===== config.mk =====
export PLATFORM = sky130hd
export DESIGN_NAME = rca4
export DESIGN_NICKNAME = d
export VERILOG_FILES = /design/src/rtl/rca4_pkg.sv /design/src/rtl/rca4_full_adder.sv /design/src/rtl/rca4.sv
export SDC_FILE = /design/constraint.sdc
export NUM_CORES = 1
export LEC_CHECK = 0
export BUFFER_PORTS_ARGS = -buffer_cell sky130_fd_sc_hd__buf_2
export CAP_MARGIN = 15
export CORE_AREA = 2 2 39 41
export DETAILED_ROUTE_END_ITERATION = 6
export DIE_AREA = 0 0 41 43
export GPL_ROUTABILITY_DRIVEN = 1
export GPL_TIMING_DRIVEN = 0
export PLACE_DENSITY = 0.5
export REMOVE_ABC_BUFFERS = 1
export SYNTH_ARGS = -nofsm -noshare
export SYNTH_HDL_FRONTEND = slang
export SYNTH_SLANG_ARGS = --single-unit

===== constraint.sdc =====
create_clock -name clk -period 2.6 [get_ports clk]
set_input_delay 0.52 -clock clk [delete_from_list [all_inputs] [get_ports clk]]
set_output_delay 0.52 -clock clk [all_outputs]
set_load 0.03 [all_outputs]

===== src/rtl/rca4_pkg.sv =====
// rca4_pkg: shared width, latency and word types for the 4-bit ripple-carry
// adder slice of the carry-select datapath.
package rca4_pkg;

  localparam int RCA4_W       = 4;
  localparam int RCA4_LATENCY = 1;

  typedef logic [RCA4_W-1:0] rca4_word_t;
  typedef logic [RCA4_W:0]   rca4_res_t;

endpackage : rca4_pkg


===== src/rtl/rca4_full_adder.sv =====
// full_adder: single-bit combinational full-adder cell, one link of the
// ripple carry chain inside rca4.
module full_adder (
  input  logic a,
  input  logic b,
  input  logic cin,
  output logic sum,
  output logic cout
);

  logic prop_s;

  assign prop_s = a ^ b;
  assign sum    = prop_s ^ cin;
  assign cout   = (a & b) | (cin & prop_s);

endmodule : full_adder


===== src/rtl/rca4.sv =====
// rca4: 4-bit ripple-carry adder with registered {cout, sum}.
// Optional feature: define RCA4_OVF_EN to add the registered signed-overflow
// output ovf (carry into the MSB xor carry out of the MSB).
module rca4
  import rca4_pkg::*;
(
  input  logic              clk,
  input  logic              rst,
  input  logic [RCA4_W-1:0] a,
  input  logic [RCA4_W-1:0] b,
  input  logic              cin,
  output logic [RCA4_W-1:0] sum,
  output logic              cout
`ifdef RCA4_OVF_EN
  ,
  output logic              ovf
`endif
);

  // carry_s[i] is the carry into bit i; carry_s[RCA4_W] is the carry-out.
  logic [RCA4_W:0]   carry_s;
  rca4_word_t        sum_s;
  rca4_word_t        sum_r;
  logic              cout_r;

  assign carry_s[0] = cin;

  // True ripple chain: each cell waits on the previous cell's carry.
  for (genvar i = 0; i < RCA4_W; i++) begin : g_fa
    full_adder u_fa (
      .a    (a[i]),
      .b    (b[i]),
      .cin  (carry_s[i]),
      .sum  (sum_s[i]),
      .cout (carry_s[i+1])
    );
  end

  // Output register: reset wins, otherwise load the new result every edge.
  always_ff @(posedge clk) begin
    if (rst) begin
      sum_r  <= {RCA4_W{1'b0}};
      cout_r <= 1'b0;
    end else begin
      sum_r  <= sum_s;
      cout_r <= carry_s[RCA4_W];
    end
  end

  assign sum  = sum_r;
  assign cout = cout_r;

`ifdef RCA4_OVF_EN
  logic ovf_s;
  logic ovf_r;

  // Two's-complement overflow: carries into and out of the sign bit differ.
  assign ovf_s = carry_s[RCA4_W] ^ carry_s[RCA4_W-1];

  // Overflow register, aligned with sum/cout.
  always_ff @(posedge clk) begin
    if (rst) begin
      ovf_r <= 1'b0;
    end else begin
      ovf_r <= ovf_s;
    end
  end

  assign ovf = ovf_r;
`endif

endmodule : rca4


==> results of run 1 <==
kinds of logic (layout without fill, tap and decap cells):
group | count (synthesis) | after routing | share of synthesized area (%)
and+or+nand+nor | 5 | 5 | 10.3
buffers and inverters | 7 | 26 | 11.4
DFF | 5 | 5 | 43.5
adders and majority gates | 4 | 4 | 34.8
stage by stage:
stage,area [um2],power (mW),cells
detailed placement,325,0.144,52
CTS,352,0.236,56
finish,352,0.229,56
global route,352,0.244,56
global placement,325,0.143,52
floorplan,230,0.122,21
area by class of cell:
type | instances | area (um2)
timing repair buffer | 15 | 75.1
multi-input combinational | 9 | 104
sequential | 5 | 100
fill | 160 | 1030
tap | 16 | 20.0
clock buffer | 4 | 26.3
inverter | 7 | 26.3
synth_stat cells:
cell type  number
inv_1           7
dfxtp_1         5
fa_1            4
nor2_1          3
nor2b_1         2
worst paths after layout:
kind              from     end  slack (ns)  cells past startpoint
setup / recovery  a[0]  sum[3]        0.57                      9
hold / removal     rst    cout        0.49                      2
routing by layer:
metal  global-route usage [%]  up-vias  share of wire (%)
met1                     4.59       82                 35
li1                         -       93                  -
met4                     10.0        0                4.5
met2                     8.13       11                 51
met3                        0        2                 10
met5                        0        -                  0
power groups by stage:
stage	Clock [mW]	Combinational (mW)	Sequential (mW)
floorplan	0	0.0153	0.107
detailed placement	0	0.0551	0.0887
CTS	0.0933	0.0552	0.0873
finish	0.0882	0.0536	0.0872
global route	0.0940	0.0623	0.0880
global placement	0	0.0541	0.0886
sequential cells by signal (all words and copies together), names as in the netlist:
name,count
sum,4
cout,1
==> impl_metrics.tcl, run 1 <==
set metrics [dict create \
    drv_cap 0 \
    antenna_cells 0 \
    antenna_found_initial 0 \
    ys_ff_latch 5 \
    synth_sequential_area_ratio_pct 43.5 \
    tightest_slew_ns 0.155 \
    cts_tree "yes" \
    rows 14 \
    die_area_um2 1760 \
    whs_ns 0.490 \
    p_sw_uw 64.8 \
    cp.buffers_inverters 4 \
    critical_path.most_common_cell "fa_1" \
    drc 0 \
    clk_path_buf_depth 2 \
    crit_chain "buf_2 > inv_1 > fa_1 > inv_1 > fa_1 > fa_1 > inv_1 > fa_1 > nor2_1" \
    finalWorstSetupSlack_ns 0.566 \
    rsz0062_at_grt "no" \
    post_cts_buffers 0 \
    relSlewSlack_pct 89.7 \
    path_clk_slew_ns 0.04 \
    status "complete, no violations" \
    syn_area_per_cell_um2 11.0 \
    wl_per_cell_um 6.77 \
    antenna_left 0 \
    netlist_area_um2 230 \
    min_period_ns 2.03 \
    critPathRequiredTime_ns 2.78 \
    critPathMaxFanout 1 \
    fp.dieW_um 41 \
    slew_violations 0 \
    hold_viol_final 0 \
    grt_pass1_vias 197 \
    place_congestion 0.555 \
    end_kind "flop" \
    overflow 0 \
    cts_buffers 3 \
    start_util_pct 16.6 \
    vias_per_cell 3.36 \
    p_per_area_nw_per_um2 651 \
    pwr-share-clk_pct 38.5 \
    synthToLayoutAreaGrowth_pct 52.7 \
    detail_route.iter0.violations 0 \
    worstSetupPathType "input pin to flop" \
    final_common_cell "buf_2" \
    portBuffers 15 \
    timing.final.crit_share_pct 78.2 \
    drt_wl_total_um 379 \
    h-tree-depth 1 \
    p_int_uw 164 \
    layout-drive-gt1-share_pct 45.0 \
    worstPathArrival_ns 2.21 \
    crit_family "adder cells" \
    postCtsHoldBufs 0 \
    ys_types 5 \
    p_leak_nw 0.197 \
    first_pass_iters 1 \
    hold_path.class "input pin to flop" \
    syn_inst 21 \
    fmax_mhz 492 \
    nets 56 \
    critPathLaunchType "input pin" \
    combPwrFrac_pct 23.4 \
    swShare_pct 28.3 \
    yosys.area.top_type_share_pct 43.5 \
    finalSetupTns_ns 0 \
    yosysTopAreaCell "dfxtp_1" \
    yosys_warnings 0 \
    grt_use_total_pct 5.56 \
    hpwlAfterDp_um 345 \
    ios 16 \
    cp_slowest_cell "fa_1" \
    setup_violations 0 \
    route.vias.total 188 \
    utilization_pct 25.4 \
    grt_pass1_wl_um 586 \
    synth.top_cells.by_area "dfxtp_1, fa_1, inv_1, nor2b_1, nor2_1" \
    cts-root-buf "clkbuf_4" \
    ir_drop_uv 88.3 \
    p_seq_share_pct 38.1 \
    cts_resized 0 \
    cts.sinks 5 \
    critPathMaxStageDelay_ns 0.40 \
    coreArea_um2 1380 \
    final_cell_mix "buf_2, inv_1, dfxtp_1" \
    die_h_um 43 \
    pre_cts_ws_ns 0.300 \
    grt_max_degree 6 \
]
(Power assumes the default switching activity.)
==> inputs of run 2 (changes only) <==
ABC_AREA = 1   (was default)
clock period = 2.1 ns   (was 2.6 ns; I/O delays follow)
==> run 2 against run 1 <==
  * Worst hold slack lost 0.10 ns
  * Critical path depth is the same
  * Total power up 25%
  * Clock power is 26% higher
  * Core utilization grew 0.27 points
  * Non-clock buffer count unchanged
  * Via count decreased by 1.6%
  * Combinational power rose by 26%
  * Setup slack lost 0.39 ns
  * Synthesized area rose by 1.1%
  * Critical path type unchanged
  * Largest power group unchanged
==> impl_metrics.tcl, run 2 <==
set metrics [dict create \
    postCtsHoldBufs 0 \
    ir_drop_uv 134 \
    synth_enable_flop_cells 0 \
    grt_max_degree 6 \
    crit_chain "buf_2 > inv_1 > fa_1 > inv_1 > fa_1 > fa_1 > inv_1 > fa_1 > nor2_1" \
    synth.top_cells.by_area "dfxtp_1, fa_1, inv_1, nor2_1" \
    min_period_ns 1.93 \
    combPwrFrac_pct 23.6 \
    setup_violations 0 \
    hold_path.class "input pin to flop" \
    syn_inst 23 \
    fp.dieW_um 41 \
    p_per_area_nw_per_um2 805 \
    fmax_mhz 519 \
    cp_slowest_cell "fa_1" \
    synth_common_cells "inv_1, dfxtp_1, nor2_1" \
    synthToLayoutAreaGrowth_pct 52.7 \
    drt_wl_total_um 358 \
    timing.final.crit_share_pct 91.7 \
    stdcell_count 58 \
    drv_cap 0 \
    dp_cells 54 \
    cts-root-buf "clkbuf_4" \
    nets 58 \
    overflow 0 \
    detail_route.iter0.violations 0 \
    start_util_pct 16.8 \
    antenna_cells 0 \
    critPathMaxFanout 1 \
    route.vias.total 185 \
    ys_types 4 \
    yosys_warnings 0 \
    end_kind "flop" \
    yosysMostFrequentCell "inv_1" \
    cts_buffers 3 \
    portBuffers 15 \
    utilization_pct 25.7 \
    critical_path.most_common_cell "fa_1" \
    syn_area_per_cell_um2 10.1 \
    antenna_left 0 \
    yosysTopAreaCell "dfxtp_1" \
    path_clk_slew_ns 0.05 \
    swShare_pct 30.2 \
    status "complete, no violations" \
    place_congestion 0.610 \
    synth_sequential_area_ratio_pct 43.0 \
    hold_viol_final 0 \
    critPathRequiredTime_ns 2.28 \
    relSlewSlack_pct 89.8 \
    finalSetupTns_ns 0 \
    hpwlAfterDp_um 333 \
    p_int_uw 200 \
    largest_reg_flops 4 \
    slew_violations 0 \
    cts.sinks 5 \
    synth_ff_type "dfxtp_1" \
    post_cts_buffers 0 \
    ios 16 \
    rsz0062_at_grt "no" \
    ys_ff_latch 5 \
    whs_ns 0.386 \
    p_leak_nw 0.210 \
    yosys.area.top_type_share_pct 43.0 \
    p_seq_share_pct 37.7 \
    h-tree-depth 1 \
    rows 14 \
    antenna_found_initial 0 \
    grt_pass1_vias 181 \
    first_pass_iters 1 \
    critPathMaxStageDelay_ns 0.41 \
    critPathLaunchType "input pin" \
    final_cell_mix "buf_2, inv_1, nor2_1, dfxtp_1, fa_1" \
    grt_use_total_pct 5.05 \
    netlist_area_um2 233 \
    coreArea_um2 1380 \
    pwr-share-clk_pct 38.7 \
    hp-start "rst" \
    grt_pass1_wl_um 552 \
    worstPathArrival_ns 2.11 \
    vias_per_cell 3.19 \
    synth-async-reset-ratio_pct 0 \
    cts_resized 0 \
    die_h_um 43 \
    clk_path_buf_depth 2 \
    final_common_cell "buf_2" \
    layout-drive-gt1-share_pct 45.2 \
    cts_tree "yes" \
    tightest_slew_ns 0.155 \
    worstSetupPathType "input pin to flop" \
    hold_end "cout" \
    wl_per_cell_um 6.17 \
    drc 0 \
    p_sw_uw 86.3 \
    fillers 160 \
    die_area_um2 1760 \
    holdPathStages 2 \
]
## run 2: changes by cell type after synthesis, sizes merged
| cell | before | now |
|---|---|---|
| inv | 7 | 9 |
| nor2 | 3 | 5 |
| nor2b | 2 | 0 |
## run 2: cell type report
class	instances	area, um2	area share (%)
well taps	16	20.0	5.63
repair buffers	15	75.1	21.1
clock buffers	3	22.5	6.34
multi-input cells	9	98.8	27.8
flip-flops and latches	5	100	28.2
inverters	9	33.8	9.51
clock inverters	1	5.00	1.41
## run 2: cell families after synthesis
group / share of synthesized area [%]
fa+ha+maj: 34.4
buf+inv: 14.5
flops: 43.0
simple gates: 8.07
## run 2: through the flow
stage | setup WS, ns | cell area [um2] | power (mW)
2_1_floorplan | 0.0988 | 233 | 0.153
3_3_place_gp | -0.0733 | 328 | 0.177
3_5_place_dp | -0.0849 | 328 | 0.179
4_1_cts | 0.170 | 355 | 0.292
5_1_grt | 0.0836 | 355 | 0.304
6_report | 0.174 | 355 | 0.286
## run 2: worst max-delay path, delay by kind of cell
kind / cells / cell delay, ns
and+or+nand+nor: 1 / 0.09
buffers and inverters: 4 / 0.28
adders and majority gates: 4 / 1.32
## run 2: per-layer routing
layer  vias up  track usage (%)  wire [um]
met5         -                0          0
met2        10             7.81        185
li1         97                -          -
met3         2                0         40
met1        76             4.26        117
met4         0             8.00         15
## run 2: worst max path at each step
stage | startpoint | cells after the start | slack (ns) | to
final | a[0] | 9 | 0.17 | sum[3]
after global placement | a[0] | 9 | -0.07 | sum[3]
after floorplan | a[0] | 8 | 0.1 | sum[3]
after CTS | a[0] | 9 | 0.17 | sum[3]
after global routing | b[0] | 9 | 0.08 | sum[3]
after detailed placement | a[0] | 9 | -0.08 | sum[3]
## run 2: power by group through the flow
stage | combinational (mW) | clock [mW] | sequential [mW]
after floorplan | 0.0205 | 0 | 0.132
after global placement | 0.0675 | 0 | 0.110
after detailed placement | 0.0690 | 0 | 0.110
after CTS | 0.0690 | 0.115 | 0.108
after global routing | 0.0785 | 0.117 | 0.109
final | 0.0675 | 0.111 | 0.108
